## config.mk

```make
export PLATFORM = sky130hd
export DESIGN_NAME = wbi_burst_sched
export DESIGN_NICKNAME = d
export VERILOG_FILES = /design/src/rtl/wbi_burst_sched.sv
export SDC_FILE = /design/constraint.sdc
export NUM_CORES = 1
export LEC_CHECK = 0
export ABC_CLOCK_PERIOD_IN_PS = 1980
export CAP_MARGIN = 20
export CORE_MARGIN = 10
export CORE_UTILIZATION = 41
export DETAILED_ROUTE_END_ITERATION = 12
export GPL_ROUTABILITY_DRIVEN = 0
export GPL_TIMING_DRIVEN = 0
export HOLD_SLACK_MARGIN = 0.12
export PLACE_DENSITY = 0.86
export RECOVER_POWER = 100
export SLEW_MARGIN = 10
export SYNTH_ARGS = -nofsm -noshare
export SYNTH_HDL_FRONTEND = slang
export SYNTH_SLANG_ARGS = --single-unit
```

## constraint.sdc

```tcl
create_clock -name mclk -period 1.98 [get_ports mclk]
set_input_delay 0.297 -clock mclk [delete_from_list [all_inputs] [get_ports mclk]]
set_output_delay 0.297 -clock mclk [all_outputs]
set_load 0.005 [all_outputs]
```

## src/rtl/wbi_burst_sched.sv

```systemverilog
// Round-robin command scheduler with burst-locked grants for one staging command port.
// An idle-stall watchdog releases a grant whose requester stops delivering beats.
module wbi_burst_sched #(
  parameter  int NR  = 4,
  parameter  int BL  = 10,
  parameter  int TOW = 8,
  localparam int IW  = (NR > 1) ? $clog2(NR) : 1
) (
  input  logic             mclk,
  input  logic             reset,
  input  logic [NR-1:0]    req_wval_i,
  input  logic [NR-1:0]    req_we_i,
  input  logic [NR*BL-1:0] req_bl_i,
  input  logic             stg_wrdy_i,
  output logic             stg_wval_o,
  output logic [NR-1:0]    req_wrdy_o,
  output logic [IW-1:0]    gnt_idx_o,
  output logic             gnt_vld_o,
  output logic [BL-1:0]    beat_cnt_o,
  output logic             tout_o
);

  typedef enum logic {S_IDLE, S_LOCK} state_t;

  // The watchdog fires on the idle cycle that would take the counter to 2^TOW-1.
  localparam logic [TOW-1:0] WD_LAST = {{(TOW-1){1'b1}}, 1'b0};

  state_t          r_state;
  logic [IW-1:0]   r_gnt_idx;
  logic            r_gnt_vld;
  logic [BL-1:0]   r_beat_cnt;
  logic            r_tout;
  logic [IW-1:0]   r_rr_ptr;
  logic [TOW-1:0]  r_wdog;

  logic            w_any;
  logic [IW-1:0]   w_pick;
  logic [BL-1:0]   w_pick_bl;
  logic [BL-1:0]   w_load_cnt;
  logic [IW-1:0]   w_next_ptr;
  logic            w_accept;

  // NOTE: every variable driven here gets a default first, so no latch is inferred.
  always_comb begin
    w_any  = 1'b0;
    w_pick = '0;
    // Walk downward so the smallest offset from the pointer is the last one written.
    for (int i = NR - 1; i >= 0; i--) begin
      int k;
      k = int'(r_rr_ptr) + i;
      if (k >= NR) k = k - NR;
      if (req_wval_i[k]) begin
        w_any  = 1'b1;
        w_pick = IW'(k);
      end
    end
  end

  assign w_pick_bl  = req_bl_i[int'(w_pick)*BL +: BL];
  assign w_load_cnt = (req_we_i[w_pick] && (w_pick_bl != '0)) ? w_pick_bl : BL'(1);
  assign w_next_ptr = (r_gnt_idx == IW'(NR - 1)) ? '0 : r_gnt_idx + 1'b1;
  assign w_accept   = stg_wval_o & stg_wrdy_i;

  // NOTE: sequential state uses non-blocking assignments only, so every register
  // samples the pre-edge value of every other register.
  always_ff @(posedge mclk or posedge reset) begin
    if (reset) begin
      r_state    <= S_IDLE;
      r_gnt_idx  <= '0;
      r_gnt_vld  <= 1'b0;
      r_beat_cnt <= '0;
      r_tout     <= 1'b0;
      r_rr_ptr   <= '0;
      r_wdog     <= '0;
    end else begin
      r_tout <= 1'b0;
      case (r_state)
        S_IDLE: begin
          if (w_any) begin
            r_gnt_idx  <= w_pick;
            r_gnt_vld  <= 1'b1;
            r_beat_cnt <= w_load_cnt;
            r_wdog     <= '0;
            r_state    <= S_LOCK;
          end
        end
        S_LOCK: begin
          if (w_accept) begin
            r_wdog     <= '0;
            r_beat_cnt <= r_beat_cnt - 1'b1;
            if (r_beat_cnt == BL'(1)) begin
              r_gnt_vld <= 1'b0;
              r_rr_ptr  <= w_next_ptr;
              r_state   <= S_IDLE;
            end
          end else if (r_wdog == WD_LAST) begin
            r_tout     <= 1'b1;
            r_gnt_vld  <= 1'b0;
            r_rr_ptr   <= w_next_ptr;
            r_beat_cnt <= '0;
            r_wdog     <= '0;
            r_state    <= S_IDLE;
          end else begin
            r_wdog <= r_wdog + 1'b1;
          end
        end
        default: r_state <= S_IDLE;
      endcase
    end
  end

  always_comb begin
    req_wrdy_o = '0;
    if (r_gnt_vld && stg_wrdy_i) req_wrdy_o[r_gnt_idx] = 1'b1;
  end

  assign stg_wval_o = r_gnt_vld & req_wval_i[r_gnt_idx];
  assign gnt_idx_o  = r_gnt_idx;
  assign gnt_vld_o  = r_gnt_vld;
  assign beat_cnt_o = r_beat_cnt;
  assign tout_o     = r_tout;

endmodule

```

==> impl_metrics.yaml, run 1 <==
clock_tree:
  cts_hold_buf: 0
  cts-root-buf: "clkbuf_8"
  htree_levels: 1
  clk_path_buf_depth: 2
  clk-insertion-delay-late_ps: 270
  cts_tree: "done"
  cts.sinks: 25
  path_clk_slew_ps: 90
  cts-buffers-inserted: 3
global_route:
  grt_max_degree: 26
  grt_use_total_pct: 15.8
  grt_pass1_wl_um: 10100
  met2_usage_pct: 28.2
  grt.busiest_layer: "met2"
  use_met1_pct: 18.7
  grt_use_met3_pct: 3.92
  first_global_vias: 2040
  grt_overflow: 0
  antenna_found_initial: 0
floorplan:
  die_y_um: 88.9
  row_count: 25
  start_util_pct: 41.8
  dieArea_mm2: 0.00791
  io_pins: 70
  die_w_um: 88.9
  coreArea_mm2: 0.00466
synth:
  synth_nets: 274
  ys_seq_elements: 25
  synth_area_mm2: 0.00195
  yosys_warnings: 0
  yosys.area.top_type: "dfrtp_1"
  syn-instance-count: 215
  yosysUniqueCellTypes: 43
  synth_area_leaders: "dfrtp_1 32%, mux2i_1 11%, o21ai_0 6.2%, ha_1 5.1%, nand2_1 3.9%"
  synth_top_area_share_pct: 32.1
  ys_seq_area_share_pct: 32.1
  synth.avg_cell_area_um2: 9.06
placement:
  dp_hpwl_um: 4720
  dpl_cell_area_mm2: 0.00271
  port_buffers: 69
detailed_routing:
  drt_iter0_markers: 181
  route.vias.total: 2027
  firstDrtPassIters: 4
  wire_per_inst_um: 18.2
  ant_nets: 0
  routed_wl_um: 6470
  drc: 0
  vias_per_cell: 5.69
critical_path:
  crit_type: "reg2reg"
  r2r_end: "beat_cnt_o[4]$_DFFE_PP0P_"
  critical_path.slowest_cell: "dfrtp_1"
  path_common_cell: "buf_6"
  crit_chain: "buf_6, mux2i_2, o22ai_2, a21oi_4, buf_6, mux2i_1, mux2_4, nand2b_4, nand2b_1, o211ai_1"
  r2r_start: "r_rr_ptr[1]$_DFFE_PP0P_"
  startpoint_type: "flip-flop"
  ff2ff_path_depth: 10
  crit_arrival_ps: 2290
  reg2reg_slack_ps: -160
  critPathMaxStageDelay_ps: 400
  crit_family: "multiplexers"
  worstSetupEndpointType: "flip-flop"
  critPathBufInv: 2
  cp_max_fo: 7
  critical_path_required_ps: 2130
sta:
  slew_viol_final: 0
  period_share_pct: 108
  rsz0062_at_grt: "yes"
  clock.fmax_mhz: 468
  worst_pin_slew_ps: 941
  hold_violations: 0
  relSlewSlack_pct: 37.2
  setup-violations-final: 11
  hold_ws_ps: 534
  skew_ps: 5.92
  final.setup.worst_slack_ps: -158
  finalCriticalPeriod_ps: 2140
cells_and_area:
  fin_area_mm2: 0.00299
  antenna_cells: 0
  layout-drive-gt1-share_pct: 18.5
  fin_nets: 362
  utilization_pct: 64.2
  area_growth_pct: 53.6
  fillers: 347
power_and_ir_drop:
  finalPower_mw: 2.90
  p_leak_nw: 1.31
  irDropWorstVdd_mv: 0.441
  power_density_mw_per_mm2: 970
worst_hold_path:
  worstHoldStart: "r_wdog[5]$_DFFE_PP0P_"
  whs_endpoint: "r_wdog[5]$_DFFE_PP0P_"
  holdPathStages: 1
  min_path_type: "reg2reg"
run_status:
  status: "complete, but fails checks"
  violations: "negative setup slack"
run:
  drv_cap: 0
==> where the power goes <==
| part | switching (mW) | internal, mW |
|---|---|---|
| registers | 0.244 | 0.700 |
| logic | 0.756 | 0.893 |
| clock network | 0.163 | 0.144 |
==> worst reg2reg max path: cells and delay by family, from the launching register on <==
family                 cells  cell delay (ps)
muxes                      3              610
and+or+nand+nor            2              320
DFF                        1              400
AOI/OAI and AO/OA          3              400
buffers and inverters      2              280
==> per-layer routing <==
metal,up-vias,part of all wire (%),wire length (um)
met3,17,9.1,588
met2,93,49,3190
met1,960,39,2550
met4,0,2.1,138
li1,957,-,-
met5,-,0,0
==> final cells by class <==
cell class,instances,area [um2],share of cell area [%]
clock buffer,4,45.0,1.51
sequential,25,627,21.0
timing repair buffer,83,822,27.5
multi-input combinational,175,1340,44.6
inverter,8,30.0,1.00
tap,54,67.6,2.26
buffer,7,65.1,2.17
==> Yosys cell counts <==
library cell  number
o22ai_2            1
nand2b_4           1
a21oi_1           10
o221ai_1           2
mux4_1             1
ha_1               8
clkbuf_1           4
o211ai_1           3
nand2b_1           3
and3_1             7
o21ai_1            4
buf_8              1
o32ai_1            1
o211ai_2           1
nand3_1            5
mux2_4             3
nor3_1             3
nand4_1            3
dfrtp_1           25
buf_6              2
or4_1              2
a32oi_1            1
o21bai_1           1
o22a_2             1
nor3_2             2
o21a_1             1
o31ai_1            2
nor2b_1            4
mux2i_1           22
nor2_1            18
nand2_1           20
mux2_2             6
mux2_1             2
xnor2_1            2
o21ai_0           24
o21ai_2            2
a21boi_1           1
and2_1             3
inv_1              8
nor4_1             2
and4_1             1
a21oi_4            1
xor2_1             1
==> stage by stage <==
| stage | TNS (ps) | setup WS, ps | cells |
|---|---|---|---|
| 2_1_floorplan | -9.39 | -9.39 | 215 |
| 3_3_place_gp | -10600 | -657 | 338 |
| 3_5_place_dp | -11400 | -684 | 338 |
| 4_1_cts | -777 | -134 | 351 |
| 5_1_grt | -2490 | -282 | 356 |
| 6_report | -990 | -158 | 356 |
==> state kept, by name (all words and copies together) (netlist names) <==
name	flops
r_wdog	8
gnt_vld_o	1
tout_o	1
gnt_idx_o	2
r_rr_ptr	2
beat_cnt_o	10
r_state	1
==> kinds of logic after synthesis <==
logic type                 Yosys count  synth area share (%)
muxes                               34                  19.6
buffers and inverters               15                  4.24
xor gates and xnor gates             3                  1.35
AOI/OAI and AO/OA                   56                  18.2
and+or+nand+nor                     74                  19.4
adders and majority gates            8                  5.14
DFF                                 25                  32.1
==> placed cells by master (no fill, tap or decap), types with 3 or more instances in the layout <==
cell type,netlist,routed
a21oi_1,10,10
nor3_1,3,3
o21ai_2,2,6
mux2_4,3,6
clkbuf_1,4,4
o21ai_1,4,4
clkbuf_8,0,3
dfrtp_1,25,24
clkdlybuf4s50_1,0,46
buf_4,0,6
nand2_1,20,20
mux2_2,6,4
nand4_1,3,3
nand3_1,5,4
o21ai_0,24,20
and2_1,3,3
o211ai_1,3,3
nand2b_1,3,3
mux2i_1,22,19
ha_1,8,8
dlygate4sd3_1,0,15
inv_1,8,8
dlygate4sd2_1,0,8
buf_6,2,6
nor2_1,18,17
and3_1,7,7
nor2b_1,4,3
==> worst max path at each step <==
stage                        startpoint                         to  slack [ps]  cells after the start
2_1_floorplan  gnt_idx_o[0]$_DFFE_PP0P_  beat_cnt_o[3]$_DFFE_PP0P_          -9                      8
3_3_place_gp              req_wval_i[1]  beat_cnt_o[1]$_DFFE_PP0P_        -660                      9
3_5_place_dp              req_wval_i[1]  beat_cnt_o[1]$_DFFE_PP0P_        -680                      9
4_1_cts         r_rr_ptr[1]$_DFFE_PP0P_  beat_cnt_o[4]$_DFFE_PP0P_        -130                     10
5_1_grt         r_rr_ptr[1]$_DFFE_PP0P_  beat_cnt_o[4]$_DFFE_PP0P_        -280                     10
6_report        r_rr_ptr[1]$_DFFE_PP0P_  beat_cnt_o[4]$_DFFE_PP0P_        -160                     10
==> timing repair <==
| item | 4_1_cts | 5_1_grt |
|---|---|---|
| resized for setup | 33 | 19 |
| pin swaps | 8 | 2 |
| endpoints found under the setup margin | 25 | 21 |
| setup buffers | 8 | 5 |
| endpoints found under the hold margin | 0 | 0 |
| gates cloned | 1 | 0 |
No activity file was read; power rests on OpenSTA's default activity.
==> inputs of run 2 (changes only) <==
- ABC_AREA: not set -> 1
- CORE_UTILIZATION: 41 -> 43
==> run 2 against run 1 <==
  * The run still ends with negative setup slack left
  * Flip-flop and latch count did not move
  * Die area rose by 9.0%
  * First-iteration DRC count is 0.55% higher
  * Worst setup slack got worse by 310 ps
  * Synthesized area up 17%
  * Combinational power increased to 3.2 times the previous value
  * Largest power group unchanged
  * Highest routed layer unchanged
==> impl_metrics.yaml, run 2 <==
global_route:
  grt_overflow: 0
  grt_max_degree: 26
  first_global_vias: 2676
  grt_use_total_pct: 16.5
  antenna_found_initial: 0
  grt_pass1_wl_um: 12200
critical_path:
  worstSetupEndpointType: "flip-flop"
  crit_arrival_ps: 2620
  cp_max_fo: 10
  startpoint_type: "flip-flop"
  crit_type: "reg2reg"
  critical_path_required_ps: 2150
floorplan:
  row_count: 26
  die_y_um: 92.8
  io_pins: 70
  coreArea_mm2: 0.00514
  start_util_pct: 44.4
  dieArea_mm2: 0.00862
  die_w_um: 92.8
sta:
  worst_pin_slew_ps: 932
  clock.fmax_mhz: 408
  finalCriticalPeriod_ps: 2450
  final.setup.worst_slack_ps: -470
  rsz0062_at_grt: "yes"
  slew_viol_final: 0
  period_share_pct: 124
  hold_ws_ps: 553
  setup-violations-final: 13
  hold_violations: 0
  relSlewSlack_pct: 37.8
  skew_ps: 14.1
cells_and_area:
  fin_nets: 499
  mostFrequentLayoutCell: "clkdlybuf4s50_1"
  area_growth_pct: 62.3
  layout_common_cells: "62 x clkdlybuf4s50_1, 56 x nand2_1, 37 x nor2_1"
  multi_input_area_mm2: 0.00180
  layout-drive-gt1-share_pct: 29.2
  regArea_um2: 628
  fin_area_mm2: 0.00370
  fillers: 392
  antenna_cells: 0
  largest_reg_flops: 10
synth:
  ys_seq_elements: 25
  yosys.area.top_type: "dfrtp_1"
  synth_area_mm2: 0.00228
  synth_nets: 402
  synth.avg_cell_area_um2: 6.65
  synthFlopType: "dfrtp_1"
  ys_seq_area_share_pct: 27.4
  ys_async_sr_fraction_pct: 100
  yosys_warnings: 0
  synth_most_common_cell: "nand2_1"
  synth_area_leaders: "dfrtp_1 27%, nand2_1 13%, nand3_1 12%, nor2_1 6.3%, inv_1 6.1%"
  syn-instance-count: 343
  synth_top_area_share_pct: 27.4
  synth-edff-count: 0
  yosysUniqueCellTypes: 35
  synthTopCellsByCount: "80 x nand2_1, 53 x nand3_1, 38 x nor2_1"
detailed_routing:
  drc: 0
  drt_iter0_markers: 182
  ant_nets: 0
  firstDrtPassIters: 5
  routed_wl_um: 8680
  vias_per_cell: 5.66
  route.vias.total: 2879
  wire_per_inst_um: 17.0
clock_tree:
  path_clk_slew_ps: 100
  clk_path_buf_depth: 2
  cts_tree: "done"
  cts-buffers-inserted: 3
  cts-root-buf: "clkbuf_8"
  cts.sinks: 25
  clk-insertion-delay-late_ps: 280
  cts_hold_buf: 0
  htree_levels: 1
placement:
  dpl_cell_area_mm2: 0.00307
  dp_hpwl_um: 5350
  place_ws_ps: -644
  port_buffers: 69
run_status:
  violations: "negative setup slack"
  status: "complete, but fails checks"
power_and_ir_drop:
  power_density_mw_per_mm2: 1790
  irDropWorstVdd_mv: 1.16
  p_leak_nw: 1.69
  finalPower_mw: 6.62
run:
  drv_cap: 0
worst_hold_path:
  min_path_type: "reg2reg"
==> run 2: cell types whose count changed after synthesis, moves of 7 or more <==
cell,delta
a21oi_1,+8
nand2_2,+7
nand2_1,+60
o21ai_0,-12
mux2i_1,-22
nor2_1,+20
inv_1,+29
nand3_1,+48
xor2_1,+7
==> run 2: final timing paths <==
| kind | cells after the start | startpoint | slack [ps] | to |
|---|---|---|---|---|
| worst min-delay path | 2 | r_wdog[7]$_DFFE_PP0P_ | 550 | r_wdog[7]$_DFFE_PP0P_ |
| worst max register to register | 18 | r_rr_ptr[1]$_DFFE_PP0P_ | -470 | beat_cnt_o[0]$_DFFE_PP0P_ |
| min in group asynchronous | 2 | reset | 650 | beat_cnt_o[1]$_DFFE_PP0P_ |
| max in group asynchronous | 2 | reset | 680 | r_rr_ptr[1]$_DFFE_PP0P_ |
| worst min register to register | 2 | r_wdog[7]$_DFFE_PP0P_ | 550 | r_wdog[7]$_DFFE_PP0P_ |
| worst max-delay path | 18 | r_rr_ptr[1]$_DFFE_PP0P_ | -470 | beat_cnt_o[0]$_DFFE_PP0P_ |
==> run 2: critical path, stage by stage, from the launching register on <==
cell,delay [ps]
dfrtp_2,470
inv_1,200
nand2_1,110
nand2_1,90
nand2_2,80
nand3_4,120
nand2_4,70
nand2_8,90
buf_6,120
buf_8,140
nand3_1,90
nand3_1,120
nand2_2,80
nand2_1,110
inv_2,80
nand3_4,120
nand3_2,100
nand2_2,90
nand2_1,50
==> run 2: routing by layer <==
layer	vias up	share of wire, %	global-route usage, %
met5	-	0	0
met1	1343	37	18.5
met4	0	3.0	5.01
met2	184	52	30.0
li1	1319	-	-
met3	33	8.4	3.95
==> run 2: per-stage QoR <==
| step | util [%] | instances | TNS (ps) |
|---|---|---|---|
| 4_1_cts | 66.0 | 499 | -2260 |
| 5_1_grt | 72.0 | 509 | -6730 |
| 3_3_place_gp | 59.7 | 482 | -6870 |
| 6_report | 72.0 | 509 | -4610 |
| 2_1_floorplan | - | 343 | 0 |
| 3_5_place_dp | 59.7 | 482 | -8790 |
==> run 2: cell type report <==
cell class,count,share of cell area [%]
Multi-Input combinational cell,268,48.5
Timing Repair Buffer,91,23.7
Sequential cell,25,17.0
Inverter,39,3.99
Buffer,12,3.24
Tap cell,70,2.37
Clock buffer,4,1.22
==> run 2: cells by family after synthesis <==
logic type      Yosys count  share of synthesized area [%]
simple gates            205                           41.9
xor+xnor                 11                           4.22
compound gates           43                           11.0
flops                    25                           27.4
fa+ha+maj                 8                           4.39
buf+inv                  51                           11.1
==> run 2: report_power, final <==
part	total (mW)	leakage [nW]	internal, mW	switching (mW)
Clock	0.313	0.0228	0.144	0.169
Sequential	0.994	0.307	0.725	0.269
Combinational	5.31	1.36	2.25	3.06
==> run 2: timing repair <==
action / in CTS / in global routing
gates resized for setup: 55 / 58
pin swaps: 12 / 36
cloned: 5 / 3
endpoints found under the setup margin: 18 / 21
buffers inserted: 8 / 7
==> inputs of run 3 (changes only) <==
- CAP_MARGIN: 20 -> 25
==> run 3 against run 2 <==
  * First-iteration DRC count increased by 7.1%
  * Sequential power about the same
  * Hold slack got worse by 220 ps
  * The flow still finishes with violations (negative setup slack)
  * Clock skew shrank 6.6 ps
  * Flip-flop and latch count unchanged
  * Register-to-register slack about the same
==> impl_metrics.yaml, run 3 (synthesized netlist as in run 2, its figures left out) <==
run_status:
  status: "complete, but fails checks"
  violations: "negative setup slack"
power_and_ir_drop:
  irDropWorstVdd_mv: 1.16
  finalPower_mw: 6.61
  power_density_mw_per_mm2: 1780
  p_leak_nw: 1.69
clock_tree:
  cts_hold_buf: 0
  clk_path_buf_depth: 2
  cts_tree: "done"
  clk-insertion-delay-late_ps: 270
  htree_levels: 1
  cts-root-buf: "clkbuf_8"
  cts.sinks: 25
  path_clk_slew_ps: 90
  cts-buffers-inserted: 3
floorplan:
  io_pins: 70
  row_count: 26
  start_util_pct: 44.4
  die_w_um: 92.8
  die_y_um: 92.8
  dieArea_mm2: 0.00862
  coreArea_mm2: 0.00514
critical_path:
  crit_type: "reg2reg"
  startpoint_type: "flip-flop"
  critical_path_required_ps: 2150
  cp_max_fo: 10
  crit_arrival_ps: 2620
  ff2ff_path_depth: 18
  worstSetupEndpointType: "flip-flop"
sta:
  hold_violations: 0
  worst_pin_slew_ps: 1170
  clock.fmax_mhz: 409
  period_share_pct: 124
  relSlewSlack_pct: 22.3
  rsz0062_at_grt: "yes"
  finalCriticalPeriod_ps: 2450
  fin_tns_setup_ps: -4500
  slew_viol_final: 0
  setup-violations-final: 13
  skew_ps: 7.47
  final.setup.worst_slack_ps: -468
cells_and_area:
  fin_area_mm2: 0.00371
  area_growth_pct: 62.5
  largest_reg_flops: 10
  layout_common_cells: "62 x clkdlybuf4s50_1, 56 x nand2_1, 37 x nor2_1"
  layoutNonFillerInstCount: 510
  fin_nets: 500
  antenna_cells: 0
  layout-drive-gt1-share_pct: 29.1
  mostFrequentLayoutCell: "clkdlybuf4s50_1"
  fillers: 394
run:
  drv_cap: 0
detailed_routing:
  drc: 0
  ant_nets: 0
  vias_per_cell: 5.58
  drt_iter0_markers: 195
  routed_wl_um: 8690
  route.vias.total: 2848
  firstDrtPassIters: 5
  wire_per_inst_um: 17.0
global_route:
  grt_max_degree: 26
  antenna_found_initial: 0
  grt_pass1_wl_um: 12200
  first_global_vias: 2676
  grt_use_total_pct: 16.5
  grt_overflow: 0
placement:
  place_ws_ps: -644
  dp_hpwl_um: 5350
  dpl_cell_area_mm2: 0.00307
  dp.cells: 482
  port_buffers: 69
worst_hold_path:
  min_path_type: "in2async"
[run 3: changes by cell type in the layout (fill, tap and decap cells not counted), sizes merged]
cell    change
clkbuf      +1
[run 3: repair_timing]
item	4_1_cts	5_1_grt
buffers inserted	8	7
pin swaps	12	36
gates resized for setup	55	58
endpoints found under the setup margin	18	21
cloned	5	3
[run 3: path summary, 6_finish.rpt]
kind / from / end / slack (ps)
worst min register to register: r_wdog[7]$_DFFE_PP0P_ / r_wdog[7]$_DFFE_PP0P_ / 560
max in group asynchronous: reset / r_rr_ptr[1]$_DFFE_PP0P_ / 250
worst max register to register: r_rr_ptr[1]$_DFFE_PP0P_ / beat_cnt_o[0]$_DFFE_PP0P_ / -470
min in group mclk: r_wdog[7]$_DFFE_PP0P_ / r_wdog[7]$_DFFE_PP0P_ / 560
worst max-delay path: r_rr_ptr[1]$_DFFE_PP0P_ / beat_cnt_o[0]$_DFFE_PP0P_ / -470
worst min-delay path: reset / beat_cnt_o[1]$_DFFE_PP0P_ / 330
[run 3: stage by stage]
stage / hold slack [ps] / utilization, %
2_1_floorplan: 324 / -
3_3_place_gp: 509 / 59.7
5_1_grt: 354 / 72.1
3_5_place_dp: 528 / 59.7
4_1_cts: 549 / 66.0
6_report: 333 / 72.1
[run 3: report_power, final]
| group | switching, mW | internal, mW | leakage (nW) |
|---|---|---|---|
| sequential | 0.269 | 0.725 | 0.307 |
| clock | 0.165 | 0.144 | 0.0228 |
| combinational | 3.06 | 2.25 | 1.36 |
| total | 3.49 | 3.12 | 1.69 |
[run 3: critical path, stage by stage (launching register included)]
cell and delay (ps):
dfrtp_2 470, inv_1 200, nand2_1 110, nand2_1 90
nand2_2 80, nand3_4 120, nand2_4 70, nand2_8 90
buf_6 120, buf_8 140, nand3_1 90, nand3_1 110
nand2_2 80, nand2_1 110, inv_2 80, nand3_4 120
nand3_2 100, nand2_2 90, nand2_1 50
[run 3: final cells by class]
type	instances	area [um2]	share of cell area [%]
inverters	39	148	3.98
plain buffers	12	120	3.24
flip-flops and latches	25	628	16.9
well taps	70	87.6	2.36
clock buffers	4	45.0	1.22
repair buffers	92	881	23.8
multi-input cells	268	1800	48.5
[run 3: metal layers]
layer	track usage [%]	vias to the layer above	wire length (um)	share of wire, %
li1	-	1322	-	-
met1	18.5	1337	3250	37
met2	30.0	151	4480	52
met3	3.95	38	670	7.7
met4	5.01	0	279	3.2
met5	0	-	0	0
